$ cat src/rtl/muldiv_sequencer.sv
// Iterative RV32M multiply/divide engine: one op at a time via valid/ready,
// one shift-add / shift-subtract step per clock, result held until taken.
module muldiv_sequencer #(
  parameter int XLEN  = 32,
  parameter int TAG_W = 5
) (
  input  logic             clk,
  input  logic             reset_n,
  input  logic             flush,
  input  logic             in_valid,
  output logic             in_ready,
  input  logic [2:0]       op,
  input  logic [XLEN-1:0]  rs1,
  input  logic [XLEN-1:0]  rs2,
  input  logic [TAG_W-1:0] rd_tag,
  output logic             out_valid,
  input  logic             out_ready,
  output logic [XLEN-1:0]  result,
  output logic [TAG_W-1:0] out_tag,
  output logic             busy
);

  localparam int CNT_W = $clog2(XLEN);
  localparam logic [XLEN-1:0] MIN_INT = {1'b1, {(XLEN-1){1'b0}}};

  typedef enum logic [1:0] {IDLE, CALC, FIX, DONE} state_t;

  typedef enum logic [2:0] {
    OP_MUL    = 3'b000,
    OP_MULH   = 3'b001,
    OP_MULHSU = 3'b010,
    OP_MULHU  = 3'b011,
    OP_DIV    = 3'b100,
    OP_DIVU   = 3'b101,
    OP_REM    = 3'b110,
    OP_REMU   = 3'b111
  } op_t;

  state_t            state_q, state_d;
  op_t               op_q;
  logic              sign_a_q, sign_b_q, special_q;
  logic [CNT_W-1:0]  cnt_q;
  logic [XLEN-1:0]   b_q, hi_q, lo_q;
  logic [TAG_W-1:0]  tag_q;

  logic              accept;
  logic              sign_a_in, sign_b_in;
  logic [XLEN-1:0]   mag_a, mag_b;
  logic              div_zero, div_ovf, special_in;
  logic [XLEN-1:0]   special_val;

  assign in_ready  = (state_q == IDLE) && !flush;
  assign accept    = in_valid && in_ready;
  assign out_valid = (state_q == DONE);
  assign busy      = (state_q != IDLE);

  // ---------------------------------------------------------------- accept decode
  // NOTE: every always_comb output gets a default first so no path can infer a latch.
  always_comb begin
    sign_a_in = 1'b0;
    sign_b_in = 1'b0;
    unique case (op_t'(op))
      OP_MULH, OP_DIV, OP_REM: begin
        sign_a_in = rs1[XLEN-1];
        sign_b_in = rs2[XLEN-1];
      end
      OP_MULHSU: sign_a_in = rs1[XLEN-1];
      default: ;
    endcase
  end

  assign mag_a = sign_a_in ? -rs1 : rs1;
  assign mag_b = sign_b_in ? -rs2 : rs2;

  // Division corner cases are resolved up front and skip the iteration entirely.
  assign div_zero   = op[2] && (rs2 == '0);
  assign div_ovf    = op[2] && !op[0] && (rs1 == MIN_INT) && (rs2 == '1);
  assign special_in = div_zero || div_ovf;

  always_comb begin
    special_val = '0;
    if (div_zero)     special_val = op[1] ? rs1 : '1;
    else if (div_ovf) special_val = op[1] ? '0 : MIN_INT;
  end

  // ---------------------------------------------------------------- control FSM
  always_ff @(posedge clk or negedge reset_n) begin
    if (!reset_n) state_q <= IDLE;
    else          state_q <= state_d;
  end

  always_comb begin
    state_d = state_q;
    unique case (state_q)
      IDLE: if (accept) state_d = special_in ? FIX : CALC;
      CALC: if (cnt_q == '0) state_d = FIX;
      FIX:  state_d = DONE;
      DONE: if (out_ready) state_d = IDLE;
      default: state_d = IDLE;
    endcase
    if (flush) state_d = IDLE;
  end

  // ---------------------------------------------------------------- one iteration
  logic [XLEN:0]   mul_sum, div_shift, div_diff;
  logic [XLEN-1:0] hi_nx, lo_nx;

  always_comb begin
    mul_sum   = {1'b0, hi_q} + (lo_q[0] ? {1'b0, b_q} : '0);
    div_shift = {hi_q, lo_q[XLEN-1]};
    div_diff  = div_shift - {1'b0, b_q};
    if (!op_q[2]) begin
      hi_nx = mul_sum[XLEN:1];
      lo_nx = {mul_sum[0], lo_q[XLEN-1:1]};
    end else if (!div_diff[XLEN]) begin
      hi_nx = div_diff[XLEN-1:0];
      lo_nx = {lo_q[XLEN-2:0], 1'b1};
    end else begin
      hi_nx = div_shift[XLEN-1:0];
      lo_nx = {lo_q[XLEN-2:0], 1'b0};
    end
  end

  // ---------------------------------------------------------------- sign fixup
  logic [2*XLEN-1:0] prod, prod_fix;
  logic [XLEN-1:0]   quo_fix, rem_fix, fix_val;

  always_comb begin
    prod     = {hi_q, lo_q};
    prod_fix = (sign_a_q ^ sign_b_q) ? -prod : prod;
    quo_fix  = (sign_a_q ^ sign_b_q) ? -lo_q : lo_q;
    rem_fix  = sign_a_q ? -hi_q : hi_q;
    fix_val  = '0;
    if (special_q) begin
      fix_val = lo_q;
    end else begin
      unique case (op_q)
        OP_MUL:                       fix_val = prod_fix[XLEN-1:0];
        OP_MULH, OP_MULHSU, OP_MULHU: fix_val = prod_fix[2*XLEN-1:XLEN];
        OP_DIV, OP_DIVU:              fix_val = quo_fix;
        OP_REM, OP_REMU:              fix_val = rem_fix;
        default:                      fix_val = '0;
      endcase
    end
  end

  // ---------------------------------------------------------------- datapath registers
  // NOTE: sequential state uses non-blocking assignments only; the operand registers are
  // reset too so a partially computed op can never leak into result after reset.
  always_ff @(posedge clk or negedge reset_n) begin
    if (!reset_n) begin
      op_q      <= OP_MUL;
      sign_a_q  <= 1'b0;
      sign_b_q  <= 1'b0;
      special_q <= 1'b0;
      cnt_q     <= '0;
      b_q       <= '0;
      hi_q      <= '0;
      lo_q      <= '0;
      tag_q     <= '0;
      result    <= '0;
      out_tag   <= '0;
    end else if (accept) begin
      op_q      <= op_t'(op);
      sign_a_q  <= sign_a_in;
      sign_b_q  <= sign_b_in;
      special_q <= special_in;
      cnt_q     <= CNT_W'(XLEN - 1);
      b_q       <= mag_b;
      hi_q      <= '0;
      lo_q      <= special_in ? special_val : mag_a;
      tag_q     <= rd_tag;
    end else if (state_q == CALC && !flush) begin
      hi_q  <= hi_nx;
      lo_q  <= lo_nx;
      cnt_q <= cnt_q - CNT_W'(1);
    end else if (state_q == FIX && !flush) begin
      result  <= fix_val;
      out_tag <= tag_q;
    end
  end

endmodule

$ cat config.mk
export PLATFORM = sky130hd
export DESIGN_NAME = muldiv_sequencer
export DESIGN_NICKNAME = d
export VERILOG_FILES = /design/src/rtl/muldiv_sequencer.sv
export SDC_FILE = /design/constraint.sdc
export NUM_CORES = 1
export LEC_CHECK = 0
export CORE_ASPECT_RATIO = 1.2
export CORE_MARGIN = 10
export CORE_UTILIZATION = 45
export CTS_CLUSTER_DIAMETER = 120
export CTS_CLUSTER_SIZE = 8
export DETAILED_ROUTE_END_ITERATION = 7
export PLACE_DENSITY = 0.65
export SLEW_MARGIN = 25
export SYNTH_ARGS = -nofsm -noshare
export SYNTH_HDL_FRONTEND = slang
export SYNTH_SLANG_ARGS = --single-unit
$ cat constraint.sdc
create_clock -name clk -period 4.5 [get_ports clk]
set_input_delay 0.9 -clock clk [delete_from_list [all_inputs] [get_ports clk]]
set_output_delay 0.9 -clock clk [all_outputs]
set_load 0.01 [all_outputs]
==> flow_metrics.tcl <==
set metrics [dict create \
    criticalPathCategory "reg -> reg" \
    synth-seq-cells 151 \
    r2r_end "hi_q[25]" \
    ios 117 \
    synth_top_flop_cell "dfrtp_1" \
    critPathMaxStageDelay_ns 0.52 \
    area_growth_syn_to_layout_pct 14.7 \
    required_ns 4.88 \
    cp_slowest_cell "inv_1" \
    rsz0062_at_grt "no" \
    cts_made_buffers 17 \
    final_cell_mix "nand2_1 (224), o21ai_0 (212), nor2_1 (207), a21oi_1 (197), dfrtp_1 (150)" \
    p_per_area_mw_per_mm2 828 \
    worstMarginPinSlew_ns 0.944 \
    ir_drop_mv 0.374 \
    die-width_um 187 \
    rows 73 \
    min-delay-path-class "in -> async" \
    gr-total-overflow 0 \
    cts_root_buf "clkbuf_16" \
    yosysSeqAreaShare_pct 25.0 \
    clock_skew_ns 0.0141 \
    antenna_found_initial 3 \
    finalCriticalPeriod_ns 3.88 \
    grt_pass1_wl_um 88300 \
    drc_errors 0 \
    final-setup-viol-count 0 \
    portBuffers 116 \
    core_mm2 0.0332 \
    path_delay_family "compound AO/OA/AOI/OAI gates" \
    grt_max_degree 89 \
    slew_headroom_pct 36.8 \
    synth_nets 2210 \
    internal-power_mw 6.69 \
    hold_viol 0 \
    wirelength_um 56900 \
    netlist_instances 2055 \
    hold_buffers 0 \
    start_kind "register" \
    setup_tns_ns 0 \
    clock_latency_ns 0.46 \
    yosysTopAreaCellShare_pct 25.0 \
    grt_usage_pct 26.8 \
    dpl.hpwl_um 43600 \
    p_sw_share_pct 53.3 \
    r2r_slack_ns 0.62 \
    gp_congestion 1.02 \
    dp_slack_ns 0.204 \
    max_cap_violations 0 \
    critPathMaxFanout 18 \
    cts.sinks 151 \
    postLayoutSetupSlackWorst_ns 0.621 \
    firstDrtPassIters 6 \
    start_util_pct 45.5 \
    vias 16100 \
    utilization_pct 52.2 \
    path_clk_slew_ns 0.07 \
    crit_buf_inv 2 \
    r2r-start "lo_q[0]" \
    fin_hold_ws_ns 0.439 \
    drive_gt1_share_pct 5.36 \
    fin_crit_sh_pct 86.2 \
    dieHeight_um 221 \
    arrival_ns 4.26 \
    p_leak_nw 7.24 \
    synth-edff-count 0 \
    fin_nets 2254 \
    startpoint "lo_q[0]" \
    worst-path-stages 12 \
    fmax_mhz 258 \
    synthTopCellsByArea "dfrtp_1 (25%), o21ai_0 (7.0%), a21oi_1 (6.5%)" \
    drt_iter0_drc 1591 \
    ant_nets 0 \
    endpoint_kind "register" \
    synth_area_leader_cell "dfrtp_1" \
    routed_via_density 6.31 \
    synth_area_per_cell_um2 7.34 \
    cts_tree "yes" \
    avgRoutedWirePerCell_um 22.2 \
    reg2reg_depth 12 \
    grt_pass1_vias 15200 \
    path_cells "inv_1, buf_4, nor2_1, ha_1, and2_1, a2111oi_0, o21a_1, a21boi_0, o311ai_0, xor2_1, o221ai_1, a21oi_1" \
    slew_viol_final 0 \
    die-area_mm2 0.0413 \
    netlist_area_mm2 0.0151 \
    clockPowerShare_pct 10.6 \
    htreeDepth 4 \
    ctsLongestPathBuffers 2 \
    synth_warnings 0 \
    seqPwrFrac_pct 20.8 \
    p_switching_mw 7.64 \
    cts_resized 0 \
    outcome "finished, final reports clean" \
    ys_types 83 \
    postCtsSetupBuffers 0 \
    async_flop_share_pct 100 \
    combPwrFrac_pct 68.6 \
    final_common_cell "nand2_1" \
]
==> through the flow <==
step                cell area [µm²]  power [mW]  instances
floorplan                     15100        9.36       2055
global placement              16700        12.5       2530
detailed placement            16700        12.6       2530
CTS                           17300        14.1       2560
global route                  17300        15.3       2560
finish                        17300        14.3       2561
==> power by group through the flow <==
stage	Combinational (mW)	Clock [mW]	Sequential, mW
after floorplan	6.88	0	2.48
after global placement	9.52	0	2.95
after detailed placement	9.59	0	2.97
after CTS	9.65	1.53	2.94
after global routing	10.7	1.58	3.06
final	9.84	1.51	2.99
==> routing by layer <==
metal / wire [µm] / track usage, % / up-vias
met2: 25900 / 42.9 / 740
met4: 1950 / 10.5 / 4
li1: - / - / 7552
met3: 4270 / 4.30 / 116
met5: 27 / 0 / -
met1: 24800 / 35.7 / 7736
==> cell type report <==
class,count,area (µm²)
Clock buffer,19,443
Clock inverter,11,150
Antenna cell,1,2.50
Timing Repair Buffer,168,1590
Fill cell,3310,15800
Tap cell,450,563
Multi-Input combinational cell,1684,10500
Inverter,77,289
Sequential cell,151,3780
==> worst max-delay path by stage <==
stage / endpoint / slack (ns)
6_report: hi_q[25] / 0.62
4_1_cts: lo_q[14] / 0.68
2_1_floorplan: lo_q[10] / 0.98
3_3_place_gp: lo_q[10] / 0.24
5_1_grt: hi_q[24] / 0.42
3_5_place_dp: lo_q[14] / 0.20
==> kinds of logic (layout without fill, tap and decap cells) <==
logic type,Yosys count,after routing,synth area share (%)
AOI/OAI and AO/OA,709,709,29.3
xor gates and xnor gates,142,142,8.24
adders and majority gates,78,78,6.57
buffers and inverters,220,275,5.61
DFF,151,151,25.0
muxes,50,50,3.33
other,0,1,0
and+or+nand+nor,705,705,21.9
==> registers in the layout, indices dropped and copies added (netlist names), 3 cells and up <==
register / cells
b_q: 32
hi_q: 32
lo_q: 32
result: 32
cnt_q: 5
out_tag: 5
tag_q: 5
op_q: 3
==> worst reg2reg max path, cell delays in order (launching register included) <==
cell and delay [ns]:
dfrtp_1 0.37, inv_1 0.52, buf_4 0.35, nor2_1 0.09, ha_1 0.33, and2_1 0.22, a2111oi_0 0.45, o21a_1 0.22
a21boi_0 0.47, o311ai_0 0.28, xor2_1 0.19, o221ai_1 0.13, a21oi_1 0.18
==> synth_stat cells (all sizes together), types with 20 or more instances <==
master,n
dfrtp,151
ha,76
inv,76
nand2,225
xor2,51
nor2,211
a211oi,24
or3,20
clkbuf,126
nor3,58
nand2b,21
a21oi,197
nand3,43
a31oi,21
o31ai,28
nand4,22
nor4,28
a21o,49
mux2i,49
xnor2,91
o21ai,218
o211ai,26
Power figures use the tool's default switching activity.
